--- src/rtl/servo_pkg.sv ---
// Shared servo timing defaults and counter-sizing helpers; reused by the PWM array and the steering controller.
package servo_pkg;

    localparam int DEF_N_CH         = 3;
    localparam int DEF_CMD_W        = 10;
    localparam int DEF_TICK_CYCLES  = 1000;
    localparam int DEF_FRAME_TICKS  = 2000;
    localparam int DEF_MIN_TICKS    = 100;
    localparam int DEF_MAX_TICKS    = 200;
    localparam int DEF_CENTER_TICKS = 150;
    localparam int DEF_SLEW_STEP    = 5;

    function automatic int ch_idx_w(input int n_ch);
        return (n_ch <= 1) ? 1 : $clog2(n_ch);
    endfunction

    function automatic int cnt_w(input int modulus);
        return (modulus <= 1) ? 1 : $clog2(modulus);
    endfunction

endpackage

--- src/rtl/servo_slew_channel.sv ---
// One servo channel: target/active position, per-frame slew toward target, frame-aligned pulse output.
module servo_slew_channel
    import servo_pkg::*;
#(
    parameter int CMD_W        = DEF_CMD_W,
    parameter int FR_W         = 11,
    parameter int CENTER_TICKS = DEF_CENTER_TICKS,
    parameter int SLEW_STEP    = DEF_SLEW_STEP
) (
    input  logic             clk,
    input  logic             rst,
    input  logic             boundary,
    input  logic             wr_en,
    input  logic [CMD_W-1:0] wr_pos,
    input  logic             ch_en,
    input  logic [FR_W-1:0]  frame_cnt,
    output logic             pwm,
    output logic             settled
);

    localparam logic [CMD_W-1:0] STEP   = CMD_W'(SLEW_STEP);
    localparam logic [CMD_W-1:0] CENTER = CMD_W'(CENTER_TICKS);

    logic [CMD_W-1:0] target_q, target_d;
    logic [CMD_W-1:0] active_q, active_d;
    logic             en_q, en_d;
    logic             pwm_q, pwm_d;
    logic             settled_q, settled_d;

    // The boundary update reads target_q, so a write landing in the boundary cycle waits one frame.
    always_comb begin
        target_d  = target_q;
        active_d  = active_q;
        en_d      = en_q;
        if (wr_en) begin
            target_d = wr_pos;
        end
        if (boundary) begin
            en_d = ch_en;
            if (SLEW_STEP == 0) begin
                active_d = target_q;
            end else if (target_q > active_q) begin
                if ((target_q - active_q) > STEP) begin
                    active_d = active_q + STEP;
                end else begin
                    active_d = target_q;
                end
            end else begin
                if ((active_q - target_q) > STEP) begin
                    active_d = active_q - STEP;
                end else begin
                    active_d = target_q;
                end
            end
        end
        settled_d = (active_d == target_d);
        pwm_d     = en_q && (32'(frame_cnt) < 32'(active_q));
    end

    always_ff @(posedge clk) begin
        if (rst) begin
            target_q  <= CENTER;
            active_q  <= CENTER;
            en_q      <= 1'b0;
            pwm_q     <= 1'b0;
            settled_q <= 1'b1;
        end else begin
            target_q  <= target_d;
            active_q  <= active_d;
            en_q      <= en_d;
            pwm_q     <= pwm_d;
            settled_q <= settled_d;
        end
    end

    assign pwm     = pwm_q;
    assign settled = settled_q;

endmodule

--- src/rtl/servo_pwm_array.sv ---
// N-channel hobby-servo PWM generator: shared tick/frame timebase, clamped command port, per-channel slew stages.
module servo_pwm_array
    import servo_pkg::*;
#(
    parameter int N_CH         = DEF_N_CH,
    parameter int CMD_W        = DEF_CMD_W,
    parameter int TICK_CYCLES  = DEF_TICK_CYCLES,
    parameter int FRAME_TICKS  = DEF_FRAME_TICKS,
    parameter int MIN_TICKS    = DEF_MIN_TICKS,
    parameter int MAX_TICKS    = DEF_MAX_TICKS,
    parameter int CENTER_TICKS = DEF_CENTER_TICKS,
    parameter int SLEW_STEP    = DEF_SLEW_STEP
) (
    input  logic                      clk,
    input  logic                      rst,
    input  logic                      cmd_valid,
    output logic                      cmd_ready,
    input  logic [ch_idx_w(N_CH)-1:0] cmd_ch,
    input  logic [CMD_W-1:0]          cmd_pos,
    output logic                      cmd_err,
    input  logic [N_CH-1:0]           ch_en,
    output logic [N_CH-1:0]           pwm,
    output logic [N_CH-1:0]           settled,
    output logic                      frame_start
);

    localparam int PRE_W = cnt_w(TICK_CYCLES);
    localparam int FR_W  = cnt_w(FRAME_TICKS);

    localparam logic [PRE_W-1:0] PRE_LAST = PRE_W'(TICK_CYCLES - 1);
    localparam logic [FR_W-1:0]  FR_LAST  = FR_W'(FRAME_TICKS - 1);
    localparam logic [CMD_W-1:0] POS_MIN  = CMD_W'(MIN_TICKS);
    localparam logic [CMD_W-1:0] POS_MAX  = CMD_W'(MAX_TICKS);

    logic [PRE_W-1:0] presc_q, presc_d;
    logic [FR_W-1:0]  frame_cnt_q, frame_cnt_d;
    logic             frame_start_q, frame_start_d;
    logic             cmd_ready_q, cmd_ready_d;
    logic             cmd_err_q, cmd_err_d;

    logic             tick;
    logic             boundary;
    logic             accept;
    logic             idx_ok;
    logic [CMD_W-1:0] pos_clamped;
    logic [N_CH-1:0]  wr_en;

    always_comb begin
        tick          = (presc_q == PRE_LAST);
        boundary      = tick && (frame_cnt_q == FR_LAST);
        presc_d       = tick ? '0 : presc_q + 1'b1;
        frame_cnt_d   = frame_cnt_q;
        if (tick) begin
            frame_cnt_d = (frame_cnt_q == FR_LAST) ? '0 : frame_cnt_q + 1'b1;
        end
        frame_start_d = boundary;
    end

    // cmd_ready only guards the reset window; after that every write is taken.
    always_comb begin
        cmd_ready_d = 1'b1;
        accept      = cmd_valid && cmd_ready_q;
        idx_ok      = (32'(cmd_ch) < 32'(N_CH));
        cmd_err_d   = accept && !idx_ok;
        if (cmd_pos < POS_MIN) begin
            pos_clamped = POS_MIN;
        end else if (cmd_pos > POS_MAX) begin
            pos_clamped = POS_MAX;
        end else begin
            pos_clamped = cmd_pos;
        end
        wr_en = '0;
        for (int i = 0; i < N_CH; i++) begin
            if (accept && (32'(cmd_ch) == 32'(i))) begin
                wr_en[i] = 1'b1;
            end
        end
    end

    always_ff @(posedge clk) begin
        if (rst) begin
            presc_q       <= '0;
            frame_cnt_q   <= '0;
            frame_start_q <= 1'b0;
            cmd_ready_q   <= 1'b0;
            cmd_err_q     <= 1'b0;
        end else begin
            presc_q       <= presc_d;
            frame_cnt_q   <= frame_cnt_d;
            frame_start_q <= frame_start_d;
            cmd_ready_q   <= cmd_ready_d;
            cmd_err_q     <= cmd_err_d;
        end
    end

    for (genvar g = 0; g < N_CH; g++) begin : g_ch
        servo_slew_channel #(
            .CMD_W        (CMD_W),
            .FR_W         (FR_W),
            .CENTER_TICKS (CENTER_TICKS),
            .SLEW_STEP    (SLEW_STEP)
        ) u_ch (
            .clk       (clk),
            .rst       (rst),
            .boundary  (boundary),
            .wr_en     (wr_en[g]),
            .wr_pos    (pos_clamped),
            .ch_en     (ch_en[g]),
            .frame_cnt (frame_cnt_q),
            .pwm       (pwm[g]),
            .settled   (settled[g])
        );
    end

    assign cmd_ready   = cmd_ready_q;
    assign cmd_err     = cmd_err_q;
    assign frame_start = frame_start_q;

endmodule

--- config.mk ---
export PLATFORM = sky130hd
export DESIGN_NAME = servo_pwm_array
export DESIGN_NICKNAME = d
export VERILOG_FILES = /design/src/rtl/servo_pkg.sv /design/src/rtl/servo_slew_channel.sv /design/src/rtl/servo_pwm_array.sv
export SDC_FILE = /design/constraint.sdc
export NUM_CORES = 1
export LEC_CHECK = 0
export ABC_CLOCK_PERIOD_IN_PS = 3900
export BUFFER_PORTS_ARGS = -buffer_cell sky130_fd_sc_hd__buf_2
export CAP_MARGIN = 30
export CELL_PAD_IN_SITES_DETAIL_PLACEMENT = 0
export CELL_PAD_IN_SITES_GLOBAL_PLACEMENT = 1
export CORE_ASPECT_RATIO = 0.75
export CORE_MARGIN = 8
export CORE_UTILIZATION = 43
export DETAILED_ROUTE_END_ITERATION = 6
export HOLD_SLACK_MARGIN = 0.12
export PLACE_DENSITY = 0.78
export SYNTH_ARGS = -nofsm -noshare
export SYNTH_HDL_FRONTEND = slang
export SYNTH_SLANG_ARGS = --single-unit
--- constraint.sdc ---
create_clock -name clk -period 3.9 [get_ports clk]
set_input_delay 0.78 -clock clk [delete_from_list [all_inputs] [get_ports clk]]
set_output_delay 0.78 -clock clk [all_outputs]
set_load 0.02 [all_outputs]
==> run metrics <==
status finished, final reports clean; drt drc 0; Mapped Cells 1,422; CTS tree built; crit path launch g_ch[1].u_ch.target_q[0]; CP startpoint kind register; Num CTS Buffers 9; GP Congestion 0.964; PnR worst setup slack 0.0724 ns; antenna cell count 0; power density of the placed cells 237 nW/um^2; drt first pass iters 6; Post-synth EDFFs 0; clock root buffer master clkbuf_16; worst slew pin tran 0.924 ns; Final Slew Violations 0; DIE AREA 29,500 um^2; Synth area leader dfxtp_1; FILL cells 2,345; DR vias 11,200; first-pass GRT wire length 56.5 mm; max incr delay on CP 0.50 ns; Crit. End Element register; row count 49; Clk pin slew, worst setup/hold paths 0.08 ns; most numerous cell in the Yosys netlist nor2_1; unrepaired setup endpoints after global routing true; worst min-delay path category reg2reg; share of cells above drive strength 1 21.1%; Max IR drop VDD 199 uV; I/O Pins 27; leakage 5.50 nW; Worst R2R End g_ch[1].u_ch.settled; CP Class reg2reg; Final Hold Vio Count 0; Async SR Flop Fraction 0%; antenna viol nets, final 0; Reg2Reg Setup Slack 0.07 ns; area grow syn2layout 19.9%; Core ar. 23,900 um^2; switching part of the total power 35.3%; Clk Latency, worst-skew pair 0.36 ns; Setup WS pre-CTS -0.0851 ns; Ys Warns 0; Mean Syn Cell Area 7.32 um^2; number of synthesized register bits 93; die width 196 um; DR WL/cell 19.9 um; total global-route track usage 23.8%; final wirelength 36.8 mm; Hold Buf Count CTS 0; Syn Nets 1,538; nets 1,657; fraction of the cycle the final worst path needs 98.1%; crit-path max FO 8; synth cell count leaders nor2_1 (134), nand2_1 (126), a21oi_1 (106), dfxtp_1 (93), ha_1 (92); share of power burned in registers 33.2%; sequential area share after synthesis 17.9%; antenna violations before repair 0; area share of the largest cell type after synthesis 17.9%; CP max stage cell mux4_2; P_int 0.00191 W; CP required 4.17 ns; worst setup path end g_ch[1].u_ch.settled; initial core utilization 43.6%; FMAX 0.261 GHz; dpl hpwl 28.3 mm; Cell Area, Synth 10,400 um^2; GRT Residual Overflow 0; reg2reg start g_ch[1].u_ch.target_q[0]; top cell family by delay on the critical path compound AO/OA/AOI/OAI gates; most used flip-flop cell after synthesis dfxtp_1; Max Root-Sink Buffers 2; Clock Power Share 29.2%; switching power 0.00104 W; worst hold slack 0.456 ns; CP Buf/Inv Count 2; Yosys cell types 93; drt via density 6.05; vias in the first global route 10,000; worst-case reg-to-reg path depth 15; skew final 0.0115 ns; largest net degree at the start of global routing 45; number of setup violations in the final report 0; initial DRC count 1,192; max-cap viol count 0; die height 151 um; Worst Path Arrival 4.10 ns; CP Depth 15; CP cell instances inv_2 > ha_4 > fa_2 > nand2b_4 > a211o_1 > a21boi_1 > o211ai_1 > nor4_2 > buf_4 > nor2_4 > mux4_2 > and2_4 > o31ai_4 > o311ai_4 > o41ai_2; port bufs 26; Logic pwr share 37.6%; Worst slew margin 38.4%; Area contributors post-synth dfxtp_1 (18%), ha_1 (11%), a21oi_1 (5.1%), nor2_1 (4.8%), nand2_1 (4.5%); Final min period 3.83 ns; clk sinks 93; H-tree levels 3
power by group through the flow:
stage / clock (W) / combinational (W) / sequential, W
after floorplan: 0 / 0.000639 / 0.000997
after global placement: 0 / 0.000954 / 0.00100
after detailed placement: 0 / 0.000950 / 0.00100
after CTS: 0.000879 / 0.000961 / 0.000980
after global routing: 0.000914 / 0.00119 / 0.000983
final: 0.000863 / 0.00111 / 0.000982
through the flow:
stage	cell area (um^2)	setup TNS, ns	utilization [%]	total power, W	cells
2_1_floorplan	10400	0	-	0.00164	1422
4_1_cts	12000	0	50.2	0.00282	1835
3_5_place_dp	11700	-0.0982	48.9	0.00195	1819
6_report	12500	0	52.2	0.00295	1852
5_1_grt	12500	-0.136	52.2	0.00308	1852
3_3_place_gp	11700	-0.106	48.9	0.00196	1819
sequential cells by signal (all words and copies together) (netlist names):
signal	cells
g_ch.u_ch.pwm	3
g_ch.u_ch.target_q	30
g_ch.u_ch.settled	3
presc_q	10
g_ch.u_ch.active_q	30
g_ch.u_ch.en_q	3
frame_cnt_q	11
frame_start	1
cmd_err	1
cmd_ready	1
placed cells by master, fill, tap and decap left out, drive strengths merged, types with 15 or more instances in the layout:
master  Yosys  final
nor2b      19     19
a211oi     31     31
and3       15     15
buf        39    202
o21ai      81     81
ha         92     92
inv        76     78
nand4      19     19
nand2     126    126
nor3       52     52
dfxtp      93     93
a21o       27     27
mux2i      29     29
nand2b     24     24
xnor2      52     52
nor2      136    136
a21oi     106    106
o211ai     26     26
xor2       24     24
nor4       18     18
nand3      53     53
worst register-to-register path: cells and delay by family (launching register included):
kind | cells | cell delay [ns]
compound gates | 6 | 1.38
buf+inv | 2 | 0.28
fa+ha+maj | 2 | 0.51
simple gates | 4 | 0.71
mux | 1 | 0.50
flops | 1 | 0.35
kinds of logic after synthesis:
group           count (synthesis)  synth area share [%]
simple gates                  529                  25.3
compound gates                415                  27.0
buf+inv                       171                  7.05
fa+ha+maj                      98                  12.2
flops                          93                  17.9
xor+xnor                       76                  6.39
mux                            40                  4.16
worst min path at each step:
stage | cells past startpoint | start | endpoint | slack, ns
finish | 2 | g_ch[1].u_ch.en_q | g_ch[1].u_ch.en_q | 0.46
global route | 2 | g_ch[1].u_ch.en_q | g_ch[1].u_ch.en_q | 0.48
CTS | 2 | g_ch[1].u_ch.en_q | g_ch[1].u_ch.en_q | 0.46
detailed placement | 2 | g_ch[1].u_ch.en_q | g_ch[1].u_ch.en_q | 0.45
global placement | 2 | g_ch[1].u_ch.en_q | g_ch[1].u_ch.en_q | 0.44
floorplan | 2 | g_ch[0].u_ch.en_q | g_ch[0].u_ch.en_q | 0.43
cell type report:
cell class | count | area (um^2) | share of cell area [%]
sequential | 93 | 1870 | 15.0
tap | 306 | 383 | 3.07
multi-input combinational | 1158 | 8190 | 65.6
timing repair buffer | 202 | 1470 | 11.8
clock buffer | 10 | 229 | 1.83
clock inverter | 6 | 47.5 | 0.381
inverter | 77 | 289 | 2.31
per-layer routing:
metal,GRT usage [%],vias up,routed length [um]
met3,5.77,39,3440
met1,35.4,5235,17800
met4,5.14,0,569
met2,34.0,488,15000
met5,0,-,0
li1,-,5435,-
timing repair:
item	CTS	global route
buffers inserted	0	16
setup endpoints to repair	3	3
gates resized for setup	6	94
pin swaps	0	32
cloned	0	1
Power figures use the tool's default switching activity.
